<file path="src/rtl/ssd_scan_driver.sv">
// ssd_scan_driver: multiplexed seven-segment scan driver with frame-coherent shadow
// registers, per-digit dead time, blanking, decimal points and leading-zero suppression.
// Latency: all outputs registered, one cycle after the cnt/idx/shadow state they reflect.
// Backpressure: none; free-running scan, inputs sampled only at frame boundaries.
//
// Ports:
//   ssd_scan_driver_port_clk   - clock, all state on rising edge
//   ssd_scan_driver_port_rst   - synchronous active-high reset
//   ssd_scan_driver_port_inp   - hex nibbles, nibble k -> digit k (digit 0 = LSD)
//   ssd_scan_driver_port_dp    - decimal point request per digit (1 = lit)
//   ssd_scan_driver_port_blank - force digit dark (1 = dark)
//   ssd_scan_driver_port_lz_en - leading-zero suppression enable (live, not shadowed)
//   ssd_scan_driver_port_cc    - segments a..g on bits 6..0, active-low
//   ssd_scan_driver_port_dp_n  - decimal point, active-low
//   ssd_scan_driver_port_an    - digit enables, active-low, at most one low
//   ssd_scan_driver_port_frame - one-cycle pulse at each frame start
module ssd_scan_driver #(
  parameter int N_DIGITS    = 4,
  parameter int REFRESH_DIV = 100000,
  parameter int DEAD_CYC    = 2
) (
  input  logic                    ssd_scan_driver_port_clk,
  input  logic                    ssd_scan_driver_port_rst,
  input  logic [4*N_DIGITS-1:0]   ssd_scan_driver_port_inp,
  input  logic [N_DIGITS-1:0]     ssd_scan_driver_port_dp,
  input  logic [N_DIGITS-1:0]     ssd_scan_driver_port_blank,
  input  logic                    ssd_scan_driver_port_lz_en,
  output logic [6:0]              ssd_scan_driver_port_cc,
  output logic                    ssd_scan_driver_port_dp_n,
  output logic [N_DIGITS-1:0]     ssd_scan_driver_port_an,
  output logic                    ssd_scan_driver_port_frame
);

  localparam int CNT_W = (REFRESH_DIV > 1) ? $clog2(REFRESH_DIV) : 1;
  localparam int IDX_W = (N_DIGITS > 1) ? $clog2(N_DIGITS) : 1;
  localparam logic [CNT_W-1:0] CNT_LAST = CNT_W'(REFRESH_DIV - 1);
  localparam logic [IDX_W-1:0] IDX_LAST = IDX_W'(N_DIGITS - 1);
  localparam logic [CNT_W-1:0] DEAD_LIM = CNT_W'(DEAD_CYC);

  logic [CNT_W-1:0]      cnt;
  logic [IDX_W-1:0]      idx;
  logic [4*N_DIGITS-1:0] val_s;
  logic [N_DIGITS-1:0]   dp_s;
  logic [N_DIGITS-1:0]   blank_s;
  logic                  load_pend;  // set by reset: forces a shadow load on the first edge after release

  logic                  cnt_wrap;
  logic                  load;
  logic                  dead;
  logic                  dark;
  logic                  supp;
  logic [3:0]            nib;
  logic [N_DIGITS-1:0]   tail_zero;  // tail_zero[k]: nibbles k..N_DIGITS-1 all zero
  logic [N_DIGITS-1:0]   an_lit;

  function automatic logic [6:0] seg7(input logic [3:0] v);
    case (v)
      4'h0: seg7 = 7'b0000001;
      4'h1: seg7 = 7'b1001111;
      4'h2: seg7 = 7'b0010010;
      4'h3: seg7 = 7'b0000110;
      4'h4: seg7 = 7'b1001100;
      4'h5: seg7 = 7'b0100100;
      4'h6: seg7 = 7'b0100000;
      4'h7: seg7 = 7'b0001111;
      4'h8: seg7 = 7'b0000000;
      4'h9: seg7 = 7'b0000100;
      4'hA: seg7 = 7'b0001000;
      4'hB: seg7 = 7'b1100000;
      4'hC: seg7 = 7'b0110001;
      4'hD: seg7 = 7'b1000010;
      4'hE: seg7 = 7'b0110000;
      default: seg7 = 7'b0111000;
    endcase
  endfunction

  always_comb begin
    logic acc;
    acc       = 1'b1;
    tail_zero = '0;
    // Scan from the most significant digit down, accumulating "all zero so far".
    for (int k = N_DIGITS - 1; k >= 0; k--) begin
      acc          = acc && (val_s[4*k +: 4] == 4'h0);
      tail_zero[k] = acc;
    end
  end

  always_comb begin
    cnt_wrap = (cnt == CNT_LAST);
    // Frame-end load keeps a whole frame on one snapshot of the inputs.
    load     = load_pend || (cnt_wrap && (idx == IDX_LAST));
    dead     = (DEAD_CYC > 0) && (cnt < DEAD_LIM);
    dark     = dead || blank_s[idx];
    supp     = ssd_scan_driver_port_lz_en && (idx != '0) && tail_zero[idx];
    nib      = val_s[{idx, 2'b00} +: 4];
    an_lit   = ~(N_DIGITS'(1) << idx);
  end

  always_ff @(posedge ssd_scan_driver_port_clk) begin
    if (ssd_scan_driver_port_rst) begin
      cnt                        <= '0;
      idx                        <= '0;
      val_s                      <= '0;
      dp_s                       <= '0;
      blank_s                    <= '1;
      load_pend                  <= 1'b1;
      ssd_scan_driver_port_cc    <= 7'h7F;
      ssd_scan_driver_port_dp_n  <= 1'b1;
      ssd_scan_driver_port_an    <= '1;
      ssd_scan_driver_port_frame <= 1'b0;
    end else begin
      cnt <= cnt_wrap ? '0 : cnt + 1'b1;
      if (cnt_wrap) begin
        idx <= (idx == IDX_LAST) ? '0 : idx + 1'b1;
      end
      if (load) begin
        val_s     <= ssd_scan_driver_port_inp;
        dp_s      <= ssd_scan_driver_port_dp;
        blank_s   <= ssd_scan_driver_port_blank;
        load_pend <= 1'b0;
      end
      ssd_scan_driver_port_an    <= dead ? '1 : an_lit;
      ssd_scan_driver_port_cc    <= (dark || supp) ? 7'h7F : seg7(nib);
      ssd_scan_driver_port_dp_n  <= dark ? 1'b1 : ~dp_s[idx];
      // cnt==0 && idx==0 marks the first cycle of a frame, including the
      // first cycle after reset release.
      ssd_scan_driver_port_frame <= (cnt == '0) && (idx == '0);
    end
  end

endmodule

</file>
<file path="config.mk">
export PLATFORM = sky130hd
export DESIGN_NAME = ssd_scan_driver
export DESIGN_NICKNAME = d
export VERILOG_FILES = /design/src/rtl/ssd_scan_driver.sv
export SDC_FILE = /design/constraint.sdc
export NUM_CORES = 1
export LEC_CHECK = 0
export BUFFER_PORTS_ARGS = -buffer_cell sky130_fd_sc_hd__buf_4
export CAP_MARGIN = 30
export CORE_MARGIN = 2
export CORE_UTILIZATION = 56
export DETAILED_ROUTE_END_ITERATION = 6
export GPL_TIMING_DRIVEN = 0
export PLACE_DENSITY = 0.79
export SLEW_MARGIN = 5
export SYNTH_ARGS = -nofsm -noshare
export SYNTH_HDL_FRONTEND = slang
export SYNTH_SLANG_ARGS = --single-unit
</file>
<file path="constraint.sdc">
create_clock -name ssd_scan_driver_port_clk -period 2.3 [get_ports ssd_scan_driver_port_clk]
set_input_delay 0.575 -clock ssd_scan_driver_port_clk [delete_from_list [all_inputs] [get_ports ssd_scan_driver_port_clk]]
set_output_delay 0.575 -clock ssd_scan_driver_port_clk [all_outputs]
set_load 0.02 [all_outputs]
</file>
==> results of run 1 <==
-- worst paths after layout --
check             cells after the start                                    end                     startpoint  slack (ns)
setup / recovery                      7  ssd_scan_driver_port_cc[6]$_SDFF_PP1_            idx[0]$_SDFFE_PP0N_        0.16
hold / removal                        3                blank_s[2]$_SDFFE_PP1P_  ssd_scan_driver_port_blank[2]        0.43
setup reg to reg                      7  ssd_scan_driver_port_cc[6]$_SDFF_PP1_            idx[0]$_SDFFE_PP0N_        0.16
hold reg to reg                       2                   dp_s[3]$_SDFFE_PP0P_           dp_s[3]$_SDFFE_PP0P_        0.46
-- where the power goes --
| group | switching (mW) | internal [mW] | leakage [nW] |
|---|---|---|---|
| logic | 0.109 | 0.106 | 0.701 |
| registers | 0.0304 | 1.02 | 0.467 |
| clock network | 0.379 | 0.527 | 0.0974 |
| total | 0.518 | 1.66 | 1.27 |
-- cells in the final DEF (no fill, tap or decap), types with 2 or more instances in the layout --
cell type,n
sky130_fd_sc_hd__nand3_1,8
sky130_fd_sc_hd__clkbuf_2,2
sky130_fd_sc_hd__a21oi_1,22
sky130_fd_sc_hd__buf_6,2
sky130_fd_sc_hd__nor3_1,4
sky130_fd_sc_hd__a31oi_1,2
sky130_fd_sc_hd__ha_1,12
sky130_fd_sc_hd__mux2i_1,5
sky130_fd_sc_hd__o211ai_1,4
sky130_fd_sc_hd__dfxtp_1,56
sky130_fd_sc_hd__clkinv_2,2
sky130_fd_sc_hd__xnor2_1,9
sky130_fd_sc_hd__nand4_1,2
sky130_fd_sc_hd__buf_4,41
sky130_fd_sc_hd__clkbuf_8,10
sky130_fd_sc_hd__mux2_2,2
sky130_fd_sc_hd__nor4_1,8
sky130_fd_sc_hd__nand3b_1,6
sky130_fd_sc_hd__nor3b_1,2
sky130_fd_sc_hd__buf_2,2
sky130_fd_sc_hd__mux4_2,5
sky130_fd_sc_hd__o21ai_0,4
sky130_fd_sc_hd__nor2_1,22
sky130_fd_sc_hd__xor2_1,10
sky130_fd_sc_hd__inv_1,13
sky130_fd_sc_hd__nand2_1,67
sky130_fd_sc_hd__clkbuf_1,9
-- metrics by stage --
step	instance area (um^2)	hold WS, ns	util (%)	cells
final	3229	0.4346	69.29	410
after CTS	3228	0.4293	69.26	410
after global routing	3229	0.4471	69.29	410
after detailed placement	3039	0.4516	65.21	394
after floorplan	2679	0.4286	-	301
after global placement	3039	0.4414	65.21	394
-- critical path, stage by stage, from the launching register on --
cell                      delay, ns
sky130_fd_sc_hd__dfxtp_2       0.42
sky130_fd_sc_hd__buf_6         0.18
sky130_fd_sc_hd__mux4_2        0.60
sky130_fd_sc_hd__inv_1         0.15
sky130_fd_sc_hd__ha_1          0.29
sky130_fd_sc_hd__o22ai_1       0.13
sky130_fd_sc_hd__o21a_1        0.18
sky130_fd_sc_hd__o21ai_1       0.12
-- registers in the layout (all words and copies together) (netlist names), 2 cells and up --
| register | cells |
|---|---|
| cnt | 17 |
| val_s | 16 |
| ssd_scan_driver_port_cc | 7 |
| blank_s | 4 |
| dp_s | 4 |
| ssd_scan_driver_port_an | 4 |
| idx | 2 |
-- metal layers --
| layer | vias to the layer above | part of all wire, % |
|---|---|---|
| met1 | 1045 | 43 |
| met3 | 14 | 5.0 |
| met4 | 0 | 2.5 |
| li1 | 1122 | - |
| met2 | 56 | 49 |
| met5 | - | 0 |
-- timing repair --
item | 4_1_cts | 5_1_grt
gates resized for setup | 0 | 1
hold buffers | 0 | 0
endpoints found under the setup margin | 0 | 3
buffers inserted | 0 | 0
-- kinds of logic (layout without fill, tap and decap cells) --
family	count (synthesis)	after routing
xor+xnor	19	19
simple gates	131	131
compound gates	42	42
fa+ha+maj	12	12
buf+inv	27	82
flops	57	57
mux	13	13
-- layout make-up --
class / instances / area (um^2) / share of cell area, %
clock inverters: 3 / 40.04 / 1.240
well taps: 54 / 67.56 / 2.092
flip-flops and latches: 57 / 1142 / 35.37
plain buffers: 14 / 80.08 / 2.480
clock buffers: 13 / 148.9 / 4.611
inverters: 13 / 48.80 / 1.511
multi-input cells: 217 / 1409 / 43.63
repair buffers: 39 / 292.8 / 9.066
==> summary.md, run 1 <==
| Metric | Value |
|---|---|
| Clk sink count | 57 |
| Fraction of synthesized area in multiplexers | 7.894% |
| Total Power | 2.175 mW |
| Number of flops mapped to enable cells by yosys | 0 |
| Die footprint | 5353 um^2 |
| Sum of routed wire length over all layers | 5.658 mm |
| Overflow after GRT | 0 |
| Achievable frequency | 467.4 MHz |
| Buffers added on ports | 39 |
| Count of yosys warnings during synthesis | 0 |
| P_leak | 1.265 nW |
| Total Neg Setup Slack | 0 ns |
| Area share of and/or/nand/nor cells after synthesis | 23.12% |
| Layer carrying the most global-route usage | met2 |
| Synthesis-stage register bit count | 57 |
| Most area-hungry cell type in the Yosys netlist | sky130_fd_sc_hd__dfxtp_1 |
| Setup repair after global routing missed its margin | false |
| Main synth FF type | sky130_fd_sc_hd__dfxtp_1 |
| Synthesized area divided by synthesized cell count | 8.900 um^2 |
| Number of slew-limit violations in the final report | 0 |
| Final ANT Viol Nets | 0 |
| Cell at the root of the clock tree | sky130_fd_sc_hd__clkbuf_8 |
| Drc violations | 0 |
| First-pass GRT wire length | 9.563 mm |
| Average wire per standard cell | 13.80 um |
| Power Density | 673.4 nW/um^2 |
| Path class of the lowest-slack min-delay path | primary input to flip-flop |
| Number of antenna violations at the first check in global routing | 0 |
| Measured slew at the worst slew-check pin | 0.5526 ns |
| All-layer global routing usage | 23.67% |
| Crit path time final | 2.140 ns |
| Drt first-iter violations | 57 |
| Commonest cells post-synth | 67 x sky130_fd_sc_hd__nand2_1, 57 x sky130_fd_sc_hd__dfxtp_1, 22 x sky130_fd_sc_hd__a21oi_1, 22 x sky130_fd_sc_hd__nor2_1, 13 x sky130_fd_sc_hd__inv_1 |
| Post-synthesis cell type count | 48 |
| Synthesized-area fraction occupied by xor and xnor cells | 6.212% |
| Slew headroom | 62.88% |
| Sequential share of the synthesized area | 42.60% |
| Initial core utilization | 57.48% |
| Vias/cell | 5.456 |
| Vias in the first global route | 2126 |
| Horiz. Die Dim | 73.17 um |
| Worst slack at placement | 0.05448 ns |
| Weighted congestion reported at the end of routability-driven placement | 0.8358 |
| Fraction of layout instances using a drive strength above 1 | 21.35% |
| Adder-cell area share of the yosys netlist | 5.605% |
| Worst IR drop on VDD | 379.8 uV |
| Cts bufs inserted | 9 |
| Layout overhead on the synthesized area | 20.55% |
| Compound-cell area share of the yosys netlist | 9.762% |
| Critical path peak fanout | 10 |
| Post-synthesis async set-or-reset flop share | 0% |
| Deepest level of the CTS H-tree | 3 |
| Post-route clock skew | 0.005837 ns |
| Reported max-cap violation count | 0 |
| Data required, critical path | 2.58 ns |
| Post-layout worst setup margin | 0.1605 ns |
| Inserted Diodes | 0 |
| Cells taking the most area after synthesis | sky130_fd_sc_hd__dfxtp_1 43%, sky130_fd_sc_hd__nand2_1 9.4%, sky130_fd_sc_hd__ha_1 5.6%, sky130_fd_sc_hd__mux4_2 4.2%, sky130_fd_sc_hd__a21oi_1 4.1% |
| Met3 GRT Util | 6.354% |
| Via total after detailed routing | 2237 |
| Half-perimeter wire length after detailed placement | 4.084 mm |
| CP startpoint kind | flip-flop |
| Area inside the core boundary | 4661 um^2 |
| Clock latency on the worst-skew pair | 0.34 ns |
| Max Root-Sink Buffers | 2 |
| Net count reported at finish | 390 |
| Clk pin slew, worst setup/hold paths | 0.06 ns |
| Syn_nets | 340 |
| Count leader, synth | sky130_fd_sc_hd__nand2_1 |
| Critical path class | flip-flop to flip-flop |
| Post-synth top area share | 42.60% |
| CTS tree | done |
| Status | finished, final reports clean |
| Dominant combinational cell family by area after synthesis | simple AND/OR/NAND/NOR gates |
| Met1 capacity usage during global routing | 29.28% |
| Ports placed on the boundary | 40 |
| # setup viols final | 0 |
| Pin count of the biggest net entering global routing | 11 |
| Die span in y | 73.17 um |
| CP arrival | 2.41 ns |
| Type of element capturing the critical path | flip-flop |
| Final-layout fill cell count | 376 |
| Share of the cycle needed by the critical path after routing | 93.02% |
| Met2 GRT Util | 37.04% |
| Final number of hold-violating endpoints | 0 |
| Total number of placement rows | 25 |
| Cell Area, Synth | 2679 um^2 |
| Number of search-and-repair iterations in the first detailed-routing pass | 4 |
| Synthesized instance count | 301 |
No activity file was read; power rests on OpenSTA's default activity.
==> inputs of run 2 (changes only) <==
- CELL_PAD_IN_SITES_DETAIL_PLACEMENT: unset -> 1
- CELL_PAD_IN_SITES_GLOBAL_PLACEMENT: unset -> 1
- CORE_UTILIZATION: 56 -> 43
- PLACE_DENSITY: 0.79 -> unset
- PLACE_DENSITY_LB_ADDON: unset -> 0.1
==> summary.md, run 2 (same netlist as run 1, synthesis figures left out) <==
| Metric | Value |
|---|---|
| Status | finished, final reports clean |
| Largest incremental delay on the critical path | 0.44 ns |
| Die span in y | 82.93 um |
| Commonest non-fill, non-tap cell in the layout | sky130_fd_sc_hd__nand2_1 |
| Worst path buffer plus inverter count | 3 |
| Clk pin slew, worst setup/hold paths | 0.07 ns |
| Total number of placement rows | 28 |
| Measured slew at the worst slew-check pin | 0.5681 ns |
| Sum of routed wire length over all layers | 6.499 mm |
| Vias/cell | 5.285 |
| Data required, critical path | 2.51 ns |
| Cts bufs inserted | 9 |
| Power Density | 734.3 nW/um^2 |
| Registers with the most flip-flops | cnt x17, val_s x16, ssd_scan_driver_port_cc x7 |
| Highest routed metal layer | met4 |
| Number of buffers inserted for hold repair after clock tree synthesis | 0 |
| Cell at the root of the clock tree | sky130_fd_sc_hd__clkbuf_8 |
| Critical Path Source | idx[1]$_SDFFE_PP0N_ |
| Total Power | 2.431 mW |
| CTS tree | done |
| Number of antenna violations at the first check in global routing | 0 |
| First-pass GRT wire length | 11.38 mm |
| Path class of the lowest-slack min-delay path | primary input to flip-flop |
| Initial core utilization | 44.98% |
| Worst IR drop on VDD | 336.7 uV |
| Setup repair after global routing missed its margin | false |
| Post-route clock skew | 0.009338 ns |
| Critical R2R Launch | idx[1]$_SDFFE_PP0N_ |
| Pin count of the biggest net entering global routing | 11 |
| Count of buffers added by post-CTS timing repair for setup | 0 |
| Horiz. Die Dim | 82.93 um |
| Worst setup path end | ssd_scan_driver_port_cc[5]$_SDFF_PP1_ |
| Net count reported at finish | 390 |
| # setup viols final | 0 |
| All-layer global routing usage | 20.45% |
| Register bank with the most flops | cnt |
| Crit path time final | 2.167 ns |
| Most frequent cell on the critical path | sky130_fd_sc_hd__inv_1 |
| Total Neg Setup Slack | 0 ns |
| Final number of hold-violating endpoints | 0 |
| CP arrival | 2.38 ns |
| Crit Reg-Reg Endpoint | ssd_scan_driver_port_cc[5]$_SDFF_PP1_ |
| Critical path class | flip-flop to flip-flop |
| Cell breakdown of the critical path | buf_2 > mux4_1 > inv_1 > ha_1 > inv_1 > mux2i_1 > a32oi_1 > nand2_1 |
| Reported max-cap violation count | 0 |
| Area inside the core boundary | 5956 um^2 |
| Drc violations | 0 |
| Top library cells by usage in the layout, fill and taps aside | 67 x sky130_fd_sc_hd__nand2_1, 56 x sky130_fd_sc_hd__dfxtp_1, 41 x sky130_fd_sc_hd__buf_4 |
| Number of gates on the worst path with buffers counted | 8 |
| Drt first-iter violations | 63 |
| CP startpoint kind | flip-flop |
| CP top delay family | buffers and inverters |
| Met1 Routed Length | 3.024 mm |
| Final ANT Viol Nets | 0 |
| Critical path peak fanout | 10 |
| P_leak | 1.287 nW |
| Max reg flops | 17 |
| Ports placed on the boundary | 40 |
| Number of slew-limit violations in the final report | 0 |
| Worst slack at placement | 0.02424 ns |
| Deepest level of the CTS H-tree | 3 |
| Worst R2R Path Depth | 8 |
| Max Root-Sink Buffers | 2 |
| Buffers added on ports | 39 |
| Slew headroom | 61.84% |
| Internal reg-to-reg setup slack | 0.13 ns |
| Share of the cycle needed by the critical path after routing | 94.21% |
| Half-perimeter wire length after detailed placement | 4.671 mm |
| Type of element capturing the critical path | flip-flop |
| Weighted congestion reported at the end of routability-driven placement | 0.7602 |
| Met3 routed wirelength | 217 um |
| Average wire per standard cell | 15.08 um |
| Clk sink count | 57 |
| Overflow after GRT | 0 |
| Vias in the first global route | 2328 |
| Fraction of layout instances using a drive strength above 1 | 21.91% |
| Die footprint | 6877 um^2 |
| Layout overhead on the synthesized area | 23.59% |
| Post-layout worst setup margin | 0.1333 ns |
| Achievable frequency | 461.5 MHz |
| DR WL met2 | 3.120 mm |
| Inserted Diodes | 0 |
| Slowest-stage cell, CP | sky130_fd_sc_hd__mux4_1 |
| Number of search-and-repair iterations in the first detailed-routing pass | 4 |
| Via total after detailed routing | 2278 |
| Clock latency on the worst-skew pair | 0.34 ns |
==> run 2: repair_timing <==
item,in CTS,in global routing
endpoints found under the setup margin,0,5
endpoints found under the hold margin,0,0
gates resized for setup,0,1
==> run 2: area by class of cell <==
| type | count | area, um^2 |
|---|---|---|
| Sequential cell | 57 | 1142 |
| Multi-Input combinational cell | 217 | 1409 |
| Buffer | 14 | 80.08 |
| Clock buffer | 11 | 141.4 |
| Tap cell | 75 | 93.84 |
| Fill cell | 731 | 2645 |
| Timing Repair Buffer | 39 | 292.8 |
| Clock inverter | 5 | 102.6 |
| Inverter | 13 | 48.80 |
==> run 2: worst reg2reg max path, cell delays in order (launching register included) <==
cell and delay [ns]:
sky130_fd_sc_hd__dfxtp_1 0.42, sky130_fd_sc_hd__buf_2 0.27, sky130_fd_sc_hd__mux4_1 0.44, sky130_fd_sc_hd__inv_1 0.22, sky130_fd_sc_hd__ha_1 0.26, sky130_fd_sc_hd__inv_1 0.08, sky130_fd_sc_hd__mux2i_1 0.09, sky130_fd_sc_hd__a32oi_1 0.19
sky130_fd_sc_hd__nand2_1 0.07
==> run 2: power by group <==
group / switching (mW) / internal (mW) / leakage (nW)
clock: 0.409 / 0.748 / 0.120
sequential: 0.0312 / 1.02 / 0.467
combinational: 0.114 / 0.106 / 0.701
==> run 2: through the flow <==
step / hold WS (ns) / instances / instance area, um^2 / utilization (%)
2_1_floorplan: 0.4286 / 301 / 2679 / -
3_3_place_gp: 0.4404 / 415 / 3065 / 51.47
3_5_place_dp: 0.4474 / 415 / 3065 / 51.47
4_1_cts: 0.4382 / 431 / 3309 / 55.57
5_1_grt: 0.4635 / 431 / 3311 / 55.59
6_report: 0.4462 / 431 / 3311 / 55.59
==> run 2: layer usage <==
layer  up-vias  track usage, %
li1       1128               -
met1      1091           26.64
met2        45           33.06
met3        14           4.374
met4         0           8.197
met5         -               0
==> run 2: worst min-delay path by stage <==
stage | startpoint | end | slack [ns] | cells after the start
floorplan | dp_s[2]$_SDFFE_PP0P_ | dp_s[2]$_SDFFE_PP0P_ | 0.43 | 2
global placement | dp_s[1]$_SDFFE_PP0P_ | dp_s[1]$_SDFFE_PP0P_ | 0.44 | 2
detailed placement | dp_s[3]$_SDFFE_PP0P_ | dp_s[3]$_SDFFE_PP0P_ | 0.45 | 2
CTS | ssd_scan_driver_port_blank[3] | blank_s[3]$_SDFFE_PP1P_ | 0.44 | 3
global route | ssd_scan_driver_port_blank[3] | blank_s[3]$_SDFFE_PP1P_ | 0.46 | 3
finish | ssd_scan_driver_port_blank[0] | blank_s[0]$_SDFFE_PP1P_ | 0.45 | 3
==> inputs of run 3 (changes only) <==
- CORE_MARGIN: 2 -> 3
==> summary.md, run 3 (same netlist as run 1, synthesis figures left out) <==
| Metric | Value |
|---|---|
| Register bank with the most flops | cnt |
| Registers with the most flip-flops | cnt x17, val_s x16, ssd_scan_driver_port_cc x7 |
| Top library cells by usage in the layout, fill and taps aside | 67 x sky130_fd_sc_hd__nand2_1, 56 x sky130_fd_sc_hd__dfxtp_1, 41 x sky130_fd_sc_hd__buf_4 |
| Cell at the root of the clock tree | sky130_fd_sc_hd__clkbuf_8 |
| Drt first-iter violations | 60 |
| Setup repair after global routing missed its margin | false |
| Worst R2R Path Depth | 8 |
| Deepest level of the CTS H-tree | 3 |
| Area taken by flip-flops and latches | 1142 um^2 |
| Part of the power in the clock network | 43.3% |
| Area inside the core boundary | 5991 um^2 |
| Cts bufs inserted | 9 |
| CP startpoint kind | flip-flop |
| Critical Path Source | idx[0]$_SDFFE_PP0N_ |
| Number of antenna violations at the first check in global routing | 0 |
| Number of buffers inserted for hold repair after clock tree synthesis | 0 |
| Net count reported at finish | 390 |
| Path class of the lowest-slack min-delay path | primary input to flip-flop |
| Average wire per standard cell | 14.80 um |
| Worst path buffer plus inverter count | 3 |
| Number of gates on the worst path with buffers counted | 8 |
| Clk sink count | 57 |
| Vias/cell | 5.146 |
| Final-layout fill cell count | 716 |
| Via total after detailed routing | 2218 |
| Commonest non-fill, non-tap cell in the layout | sky130_fd_sc_hd__nand2_1 |
| Post-route clock skew | 0.01193 ns |
| Util after Layout | 54.59% |
| Share of the cycle needed by the critical path after routing | 91.89% |
| Critical path class | flip-flop to flip-flop |
| Die footprint | 7213 um^2 |
| Initial core utilization | 44.72% |
| Max Root-Sink Buffers | 2 |
| Total Neg Setup Slack | 0 ns |
| Fraction of power consumed by sequential logic | 47.0% |
| CTS tree | done |
| Type of element capturing the critical path | flip-flop |
| Weighted congestion reported at the end of routability-driven placement | 0.8410 |
| Most frequent cell on the critical path | sky130_fd_sc_hd__inv_1 |
| Buffers added on ports | 39 |
| Fraction of layout instances using a drive strength above 1 | 21.91% |
| CP arrival | 2.31 ns |
| Power Density | 686.2 nW/um^2 |
| Critical path peak fanout | 10 |
| Switching component of the power | 526.7 uW |
| Sum of routed wire length over all layers | 6.377 mm |
| Ports placed on the boundary | 40 |
| Crit path time final | 2.114 ns |
| Number of search-and-repair iterations in the first detailed-routing pass | 4 |
| Worst IR drop on VDD | 317.8 uV |
| Layout overhead on the synthesized area | 22.09% |
| Pin count of the biggest net entering global routing | 11 |
| Number of slew-limit violations in the final report | 0 |
| # setup viols final | 0 |
| Multi-input gate area in the final layout | 1405 um^2 |
| Vias in the first global route | 2214 |
| Combinational Power Share | 9.7% |
| Internal cell power | 1.718 mW |
| Inserted Diodes | 0 |
| Measured slew at the worst slew-check pin | 0.5965 ns |
| Clk pin slew, worst setup/hold paths | 0.06 ns |
| Largest incremental delay on the critical path | 0.59 ns |
| Overflow after GRT | 0 |
| Final ANT Viol Nets | 0 |
| Drc violations | 0 |
| Hold-critical path depth | 3 |
| Total number of placement rows | 28 |
| Count of buffers added by post-CTS timing repair for setup | 0 |
| Achievable frequency | 473.1 MHz |
| Die span in y | 84.93 um |
| Reported max-cap violation count | 0 |
| Critical R2R Launch | idx[0]$_SDFFE_PP0N_ |
| Data required, critical path | 2.49 ns |
| Slowest-stage cell, CP | sky130_fd_sc_hd__mux4_2 |
| First-pass GRT wire length | 10.71 mm |
| P_leak | 1.269 nW |
| Status | finished, final reports clean |
| CP top delay family | multiplexers |
| Slew headroom | 59.93% |
| Final number of hold-violating endpoints | 0 |
| Half-perimeter wire length after detailed placement | 4.627 mm |
| Switching power share of the total | 23.47% |
| Cell breakdown of the critical path | buf_6 > mux4_2 > inv_1 > ha_1 > inv_1 > mux2i_1 > a32oi_1 > nand2_1 |
| All-layer global routing usage | 18.80% |
| Horiz. Die Dim | 84.93 um |
| Clock latency on the worst-skew pair | 0.34 ns |
| Launch instance of the worst min-delay path | ssd_scan_driver_port_blank[2] |
| Max reg flops | 17 |
## run 3: cell types whose count changed in the layout (fill, tap and decap cells not counted)
cell	change
sky130_fd_sc_hd__bufinv_16	-2
sky130_fd_sc_hd__clkbuf_1	+1
sky130_fd_sc_hd__clkbuf_8	+2
sky130_fd_sc_hd__clkinvlp_4	-1
sky130_fd_sc_hd__mux4_1	-1
sky130_fd_sc_hd__mux4_2	+1
## run 3: layout make-up
type | count | area share (%)
inverter | 13 | 1.492
clock inverter | 2 | 1.071
sequential | 57 | 34.93
timing repair buffer | 39 | 8.952
tap | 75 | 2.869
multi-input combinational | 217 | 42.96
clock buffer | 14 | 5.279
buffer | 14 | 2.448
## run 3: stage by stage
| step | worst slack (ns) | std cells | cell area [um^2] | hold WS, ns | total power, mW |
|---|---|---|---|---|---|
| 2_1_floorplan | 0.3430 | 301 | 2679 | 0.4286 | 1.206 |
| 5_1_grt | 0.006561 | 431 | 3271 | 0.4455 | 2.349 |
| 3_3_place_gp | 0.07017 | 415 | 3065 | 0.4398 | 1.287 |
| 3_5_place_dp | 0.07173 | 415 | 3065 | 0.4531 | 1.293 |
| 4_1_cts | 0.06222 | 431 | 3273 | 0.4414 | 2.262 |
| 6_report | 0.1864 | 431 | 3271 | 0.4469 | 2.244 |
## run 3: timing repair
item,CTS,global route
endpoints found under the hold margin,0,0
gates resized for setup,0,2
endpoints found under the setup margin,0,5
## run 3: layer usage
metal,track usage (%),part of all wire (%),up-vias
met3,3.786,3.4,11
met2,30.32,47,37
met4,8.633,1.8,0
li1,-,-,1125
met1,24.23,48,1045
met5,0,0,-
## run 3: worst register-to-register path: stages (launching register included)
cell	delay [ns]
sky130_fd_sc_hd__dfxtp_2	0.43
sky130_fd_sc_hd__buf_6	0.18
sky130_fd_sc_hd__mux4_2	0.59
sky130_fd_sc_hd__inv_1	0.14
sky130_fd_sc_hd__ha_1	0.24
sky130_fd_sc_hd__inv_1	0.09
sky130_fd_sc_hd__mux2i_1	0.07
sky130_fd_sc_hd__a32oi_1	0.16
sky130_fd_sc_hd__nand2_1	0.08
## run 3: power by group through the flow
stage,clock (mW),sequential [mW],combinational (mW)
after floorplan,0,1.08,0.130
after global placement,0,1.08,0.212
after detailed placement,0,1.08,0.217
after CTS,0.989,1.05,0.220
after global routing,1.05,1.06,0.243
final,0.972,1.05,0.218
## run 3: worst paths after layout
kind | to | slack [ns]
hold reg to reg | dp_s[2]$_SDFFE_PP0P_ | 0.46
setup reg to reg | ssd_scan_driver_port_cc[5]$_SDFF_PP1_ | 0.19
hold / removal | blank_s[2]$_SDFFE_PP1P_ | 0.45
setup / recovery | ssd_scan_driver_port_cc[5]$_SDFF_PP1_ | 0.19
